===== src/rtl/discrete_pkg.sv =====
// discrete_pkg: shared sample width, limits and saturation for the discrete audio reader.
package discrete_pkg;
    localparam int SIGNAL_WIDTH = 16;
    localparam int WIDE_WIDTH = 20;
    localparam logic signed [SIGNAL_WIDTH-1:0] SAMPLE_MAX = 16'sh7FFF;
    localparam logic signed [SIGNAL_WIDTH-1:0] SAMPLE_MIN = 16'sh8000;
    localparam logic signed [WIDE_WIDTH-1:0] WIDE_MAX = 20'sd32767;
    localparam logic signed [WIDE_WIDTH-1:0] WIDE_MIN = -20'sd32768;

    function automatic logic signed [SIGNAL_WIDTH-1:0] saturate(input logic signed [WIDE_WIDTH-1:0] v);
        return v > WIDE_MAX ? SAMPLE_MAX : v < WIDE_MIN ? SAMPLE_MIN : v[SIGNAL_WIDTH-1:0];
    endfunction
endpackage


===== src/rtl/audio_strobe_gen.sv =====
// audio_strobe_gen: phase-accumulator strobe at SAMPLE_RATE out of CLOCK_RATE, one clk wide.
module audio_strobe_gen #(
    parameter int CLOCK_RATE = 1000000,
    parameter int SAMPLE_RATE = 48000
) (
    input  logic clk,
    input  logic I_RSTn,
    output logic audio_clk_en
);
    if (!(SAMPLE_RATE > 0 && SAMPLE_RATE < CLOCK_RATE)) begin : g_bad_rate
        $error("audio_strobe_gen: need 0 < SAMPLE_RATE < CLOCK_RATE");
    end

    logic [31:0] acc;
    logic [32:0] sum;
    logic hit;

    // one spare bit so the comparison cannot be fooled by a 32-bit wrap
    assign sum = {1'b0, acc} + 33'(SAMPLE_RATE);
    assign hit = sum >= 33'(CLOCK_RATE);

    always_ff @(posedge clk or negedge I_RSTn) begin
        if (!I_RSTn) begin
            acc <= '0;
            audio_clk_en <= 1'b0;
        end else begin
            acc <= hit ? 32'(sum - 33'(CLOCK_RATE)) : sum[31:0];
            audio_clk_en <= hit;
        end
    end
endmodule


===== src/rtl/discrete_sample_reader.sv =====
// discrete_sample_reader: strobes a discrete circuit, captures its sample, applies gain/mute
// and queues it in a small FIFO for the consumer, counting samples lost to a full FIFO.
module discrete_sample_reader import discrete_pkg::*; #(
    parameter int CLOCK_RATE = 1000000,
    parameter int SAMPLE_RATE = 48000,
    parameter int GAIN_SHIFT = 0,
    parameter int FIFO_DEPTH = 4
) (
    input  logic clk,
    input  logic I_RSTn,
    output logic audio_clk_en,
    input  logic signed [15:0] in_sample,
    input  logic mute,
    output logic signed [15:0] out_sample,
    output logic out_valid,
    input  logic out_ready,
    output logic overflow,
    output logic [7:0] drop_count
);
    if (GAIN_SHIFT < 0 || GAIN_SHIFT > 3) begin : g_bad_gain
        $error("discrete_sample_reader: GAIN_SHIFT must be 0..3");
    end
    if (FIFO_DEPTH < 2 || FIFO_DEPTH > 16 || (FIFO_DEPTH & (FIFO_DEPTH - 1)) != 0) begin : g_bad_depth
        $error("discrete_sample_reader: FIFO_DEPTH must be a power of two in 2..16");
    end

    localparam int AW = $clog2(FIFO_DEPTH);

    logic capture_pending, push_pending;
    logic signed [SIGNAL_WIDTH-1:0] captured, push_data;
    logic signed [WIDE_WIDTH-1:0] wide;
    logic signed [SIGNAL_WIDTH-1:0] mem [FIFO_DEPTH];
    logic [AW-1:0] wr_ptr, rd_ptr;
    logic [AW:0] count;
    logic pop, full, accept, drop;

    audio_strobe_gen #(.CLOCK_RATE(CLOCK_RATE), .SAMPLE_RATE(SAMPLE_RATE)) u_strobe (
        .clk(clk),
        .I_RSTn(I_RSTn),
        .audio_clk_en(audio_clk_en)
    );

    assign wide = {{(WIDE_WIDTH - SIGNAL_WIDTH){captured[SIGNAL_WIDTH-1]}}, captured} << GAIN_SHIFT;
    assign push_data = mute ? '0 : saturate(wide);
    assign out_valid = count != '0;
    assign out_sample = out_valid ? mem[rd_ptr] : '0;
    assign pop = out_valid & out_ready;
    assign full = count == (AW+1)'(FIFO_DEPTH);
    // a pop in the same cycle frees the slot, so a full FIFO still takes the push
    assign accept = push_pending & (~full | pop);
    assign drop = push_pending & full & ~pop;

    always_ff @(posedge clk or negedge I_RSTn) begin
        if (!I_RSTn) begin
            capture_pending <= 1'b0;
            push_pending <= 1'b0;
            captured <= '0;
            wr_ptr <= '0;
            rd_ptr <= '0;
            count <= '0;
            overflow <= 1'b0;
            drop_count <= '0;
        end else begin
            capture_pending <= audio_clk_en;
            push_pending <= capture_pending;
            if (capture_pending) captured <= in_sample;
            if (accept) wr_ptr <= wr_ptr + 1'b1;
            if (pop) rd_ptr <= rd_ptr + 1'b1;
            count <= count + (AW+1)'(accept) - (AW+1)'(pop);
            overflow <= drop;
            if (drop && drop_count != 8'hFF) drop_count <= drop_count + 8'd1;
        end
    end

    always_ff @(posedge clk) begin
        if (accept) mem[wr_ptr] <= push_data;
    end
endmodule


===== config.mk =====
export PLATFORM = sky130hd
export DESIGN_NAME = discrete_sample_reader
export DESIGN_NICKNAME = d
export VERILOG_FILES = /design/src/rtl/discrete_pkg.sv /design/src/rtl/audio_strobe_gen.sv /design/src/rtl/discrete_sample_reader.sv
export SDC_FILE = /design/constraint.sdc
export NUM_CORES = 1
export LEC_CHECK = 0
export CORE_UTILIZATION = 38
export CTS_CLUSTER_DIAMETER = 100
export DETAILED_ROUTE_END_ITERATION = 16
export PLACE_DENSITY = 0.6
export RECOVER_POWER = 25
export SLEW_MARGIN = 20
export SYNTH_ARGS = -nofsm -noshare
export SYNTH_HDL_FRONTEND = slang
export SYNTH_SLANG_ARGS = --single-unit

===== constraint.sdc =====
create_clock -name clk -period 3.7 [get_ports clk]
set_clock_uncertainty 0.15 [all_clocks]
set_input_delay 0.74 -clock clk [delete_from_list [all_inputs] [get_ports clk]]
set_output_delay 0.74 -clock clk [all_outputs]
set_load 0.01 [all_outputs]

==> metrics.md <==
| Metric | Value |
|---|---|
| H-tree depth | `4` |
| Seq cells post-synth | `125` |
| Area Overhead vs Synth | `22.3%` |
| Residual DRC | `0` |
| Post-place setup slack | `0.184 ns` |
| Rel. slew slack | `-5.42%` |
| Clk_lat worst skew | `0.42 ns` |
| Initial antenna violation count | `0` |
| Worst Setup SP | `u_strobe.acc[8]$_DFF_PN0_` |
| Die Height | `129 um` |
| Input/output buffers | `46` |
| R2r setup slk | `0.20 ns` |
| Leakage Power | `2.87 nW` |
| Vias | `3871` |
| Post-Route WL | `12.4 mm` |
| Failing checks | `max-capacitance violations, max-slew violations` |
| Met2 Use GR | `27.4%` |
| Mapped Cells | `463` |
| Reg2Reg Depth | `13` |
| Max VDD drop | `0.359 mV` |
| Final ANT Viol Nets | `0` |
| Count of final setup violators | `0` |
| First-pass GRT wire length | `20.5 mm` |
| Initial Utilization | `39.5%` |
| CP max-delay cell | `or4b_1` |
| MaxCap Viol Count | `1` |
| Die W | `129 um` |
| Post-DP HPWL | `8.04 mm` |
| Final net count | `559` |
| Number of synthesized flops with an enable pin | `64` |
| Final core utilization | `48.3%` |
| GPL Wtd Cong | `0.872` |
| Crit path capture | `u_strobe.acc[25]$_DFF_PN0_` |
| CP Class | `flop to flop` |
| Most used routing layer | `met2` |
| Worst Hold Slack | `0.225 ns` |
| Vias/cell | `5.16` |
| Clock buffer depth | `2` |
| Ys async rst share | `48.8%` |
| Setup slack after layout | `0.204 ns` |
| Post-Syn Area | `0.00609 mm^2` |
| Kind of cell adding the most delay to the critical path | `simple AND/OR/NAND/NOR gates` |
| Number of detailed-route iterations in the first pass | `5` |
| Cts hold-fix bufs | `0` |
| Fin crit share | `94.5%` |
| Vias in the first global route | `4036` |
| Worst-path cell chain | `inv_1, ha_1, nand2b_2, a311oi_2, buf_4, nor4_1, or3_1, nand3_2, buf_4, or3_1, or4b_1, a21oi_1, xor2_1` |
| RSZ-0062 raised after global routing | `true` |
| Outcome | `finished, violations left` |
| Avg Inst Size Synth | `13.2 um^2` |
| Crit path depth | `13` |
| Final Hold Fails | `0` |
| Wire per inst | `16.5 um` |
| Cts bufs inserted | `17` |
| Grt met3 use | `4.32%` |
| Pwr Density | `543 mW/mm^2` |
| Critical path's largest stage delay | `0.45 ns` |
| Clk slew on worst S/H paths | `0.06 ns` |
| Final min period | `3.50 ns` |
| Max Slew Vio Count | `62` |
| CTS tree | `built` |
| HP Class | `flop to flop` |
| Ys flop type | `edfxtp_1` |
| Synthesized Nets | `496` |
| GR Util All Layers | `16.5%` |
| Core Rows | `45` |
| Seq/Total Area, Yosys | `56.6%` |
| Sink Count | `125` |
| IO Count | `47` |
| DRT iter0 DRCs | `235` |
| Fmax | `286 MHz` |
| Worst r2r dst | `u_strobe.acc[25]$_DFF_PN0_` |
| M1 GR Usage | `20.2%` |
| Crit-path max FO | `6` |
| Layout cell share with drive strength beyond 1 | `17.8%` |
| Yosys cell types | `64` |
| Worst r2r src | `u_strobe.acc[8]$_DFF_PN0_` |
| Floorplan die area | `0.0165 mm^2` |
| CP startpoint kind | `flop` |
| Hold_sp | `u_strobe.audio_clk_en$_DFF_PN0_` |
| Core Area | `0.0154 mm^2` |
| Buf/Inv on CP | `3` |
| Overflow after GRT | `0` |
| Final instance area | `0.00745 mm^2` |
| WP data arrival | `3.69 ns` |
| Worst Tran Pin Value | `1.58 ns` |
| CP Capture Type | `flop` |
| Ys Warns | `0` |
| Root buf cell | `clkbuf_16` |
| Largest net degree at the start of global routing | `62` |
| Total design power | `4.05 mW` |
| Cell Area, Placed | `0.00686 mm^2` |
| N_diodes | `0` |
| Required @ worst endpoint | `3.89 ns` |
[logic make-up after synthesis]
kind of cell	after synthesis	share of synthesized area, %
XOR/XNOR	52	7.60
multiplexers	36	9.57
flip-flops	125	56.6
adder cells (fa/ha/maj)	13	2.79
buffers and inverters	31	2.11
AND/OR/NAND/NOR	160	15.0
AO/OA/AOI/OAI	46	6.32
[flip-flops by register name, summed over array words and instances, names as in the netlist]
| name | cells |
|---|---|
| overflow | 1 |
| captured | 16 |
| u_strobe.acc | 26 |
| capture_pending | 1 |
| mem | 64 |
| wr_ptr | 2 |
| count | 3 |
| drop_count | 8 |
| push_pending | 1 |
| rd_ptr | 2 |
| u_strobe.audio_clk_en | 1 |
[worst min path at each step]
stage | end | slack [ns] | cells after the start
3_5_place_dp | capture_pending$_DFF_PN0_ | 0.22 | 0
3_3_place_gp | capture_pending$_DFF_PN0_ | 0.22 | 0
5_1_grt | capture_pending$_DFF_PN0_ | 0.24 | 0
2_1_floorplan | push_pending$_DFF_PN0_ | 0.20 | 0
4_1_cts | capture_pending$_DFF_PN0_ | 0.23 | 0
6_report | capture_pending$_DFF_PN0_ | 0.23 | 0
[layout make-up]
class	instances	area, um^2
clock inverters	11	143
well taps	211	264
clock buffers	21	440
fillers	1371	7980
repair buffers	64	588
multi-input cells	307	2530
flip-flops and latches	125	3450
inverters	11	41.3
[timing repair]
item	CTS	global route
setup endpoints to repair	0	11
setup buffers	0	0
gates resized for setup	0	3
hold endpoints to repair	0	0
[worst reg2reg max path, cell delays in order, from the launching register on]
cell and delay, ns:
dfrtp_1 0.43, inv_1 0.15, ha_1 0.28, nand2b_2 0.15, a311oi_2 0.39, buf_4 0.21, nor4_1 0.06, or3_1 0.35
nand3_2 0.10, buf_4 0.14, or3_1 0.22, or4b_1 0.45, a21oi_1 0.19, xor2_1 0.15
[synth_stat cells (all sizes together), types with 5 or more instances]
master,number,share of area [%]
nor2b,18,1.8
nand3,15,1.3
inv,11,0.68
xor2,20,2.9
or3,10,1.0
edfxtp,64,32
nor3,7,0.66
o21ai,8,0.66
buf,7,0.64
ha,12,2.5
mux2,18,3.3
and3,5,0.51
nor2,16,0.99
clkbuf,13,0.80
nand2,36,2.2
dfrtp,61,25
a211oi,5,0.62
and2,22,2.3
xnor2,32,4.7
nor4b,6,1.1
mux4,16,5.9
[metrics by stage]
stage / setup TNS, ns / std cells
finish: 0 / 750
global route: -0.0930 / 750
CTS: 0 / 750
detailed placement: 0 / 718
global placement: 0 / 718
floorplan: 0 / 463
[placed cells by master, fill, tap and decap left out, drive strengths merged, types with 5 or more instances in the layout]
master          n
ha             12
clkdlybuf4s50  45
or3            10
dfrtp          61
edfxtp         64
mux4           16
nand2          36
buf            18
a211oi          5
and3            5
inv            12
nor2b          18
nor2           16
nand3          15
mux2           18
nor3            7
xor2           20
clkinv          5
o21ai           8
clkbuf         22
nor4b           6
and2           22
xnor2          32
[routing by layer]
| metal | share of wire (%) | vias up |
|---|---|---|
| met5 | 0 | - |
| met4 | 1.6 | 0 |
| met3 | 4.0 | 18 |
| met2 | 49 | 90 |
| met1 | 45 | 1939 |
| li1 | - | 1824 |
[report_power, final]
part | switching, mW | leakage, nW | total (mW) | internal, mW
logic | 0.332 | 1.23 | 0.837 | 0.505
clock network | 0.598 | 0.274 | 1.65 | 1.05
registers | 0.0489 | 1.37 | 1.56 | 1.51
Note: power is estimated with default switching activity, not from simulation.
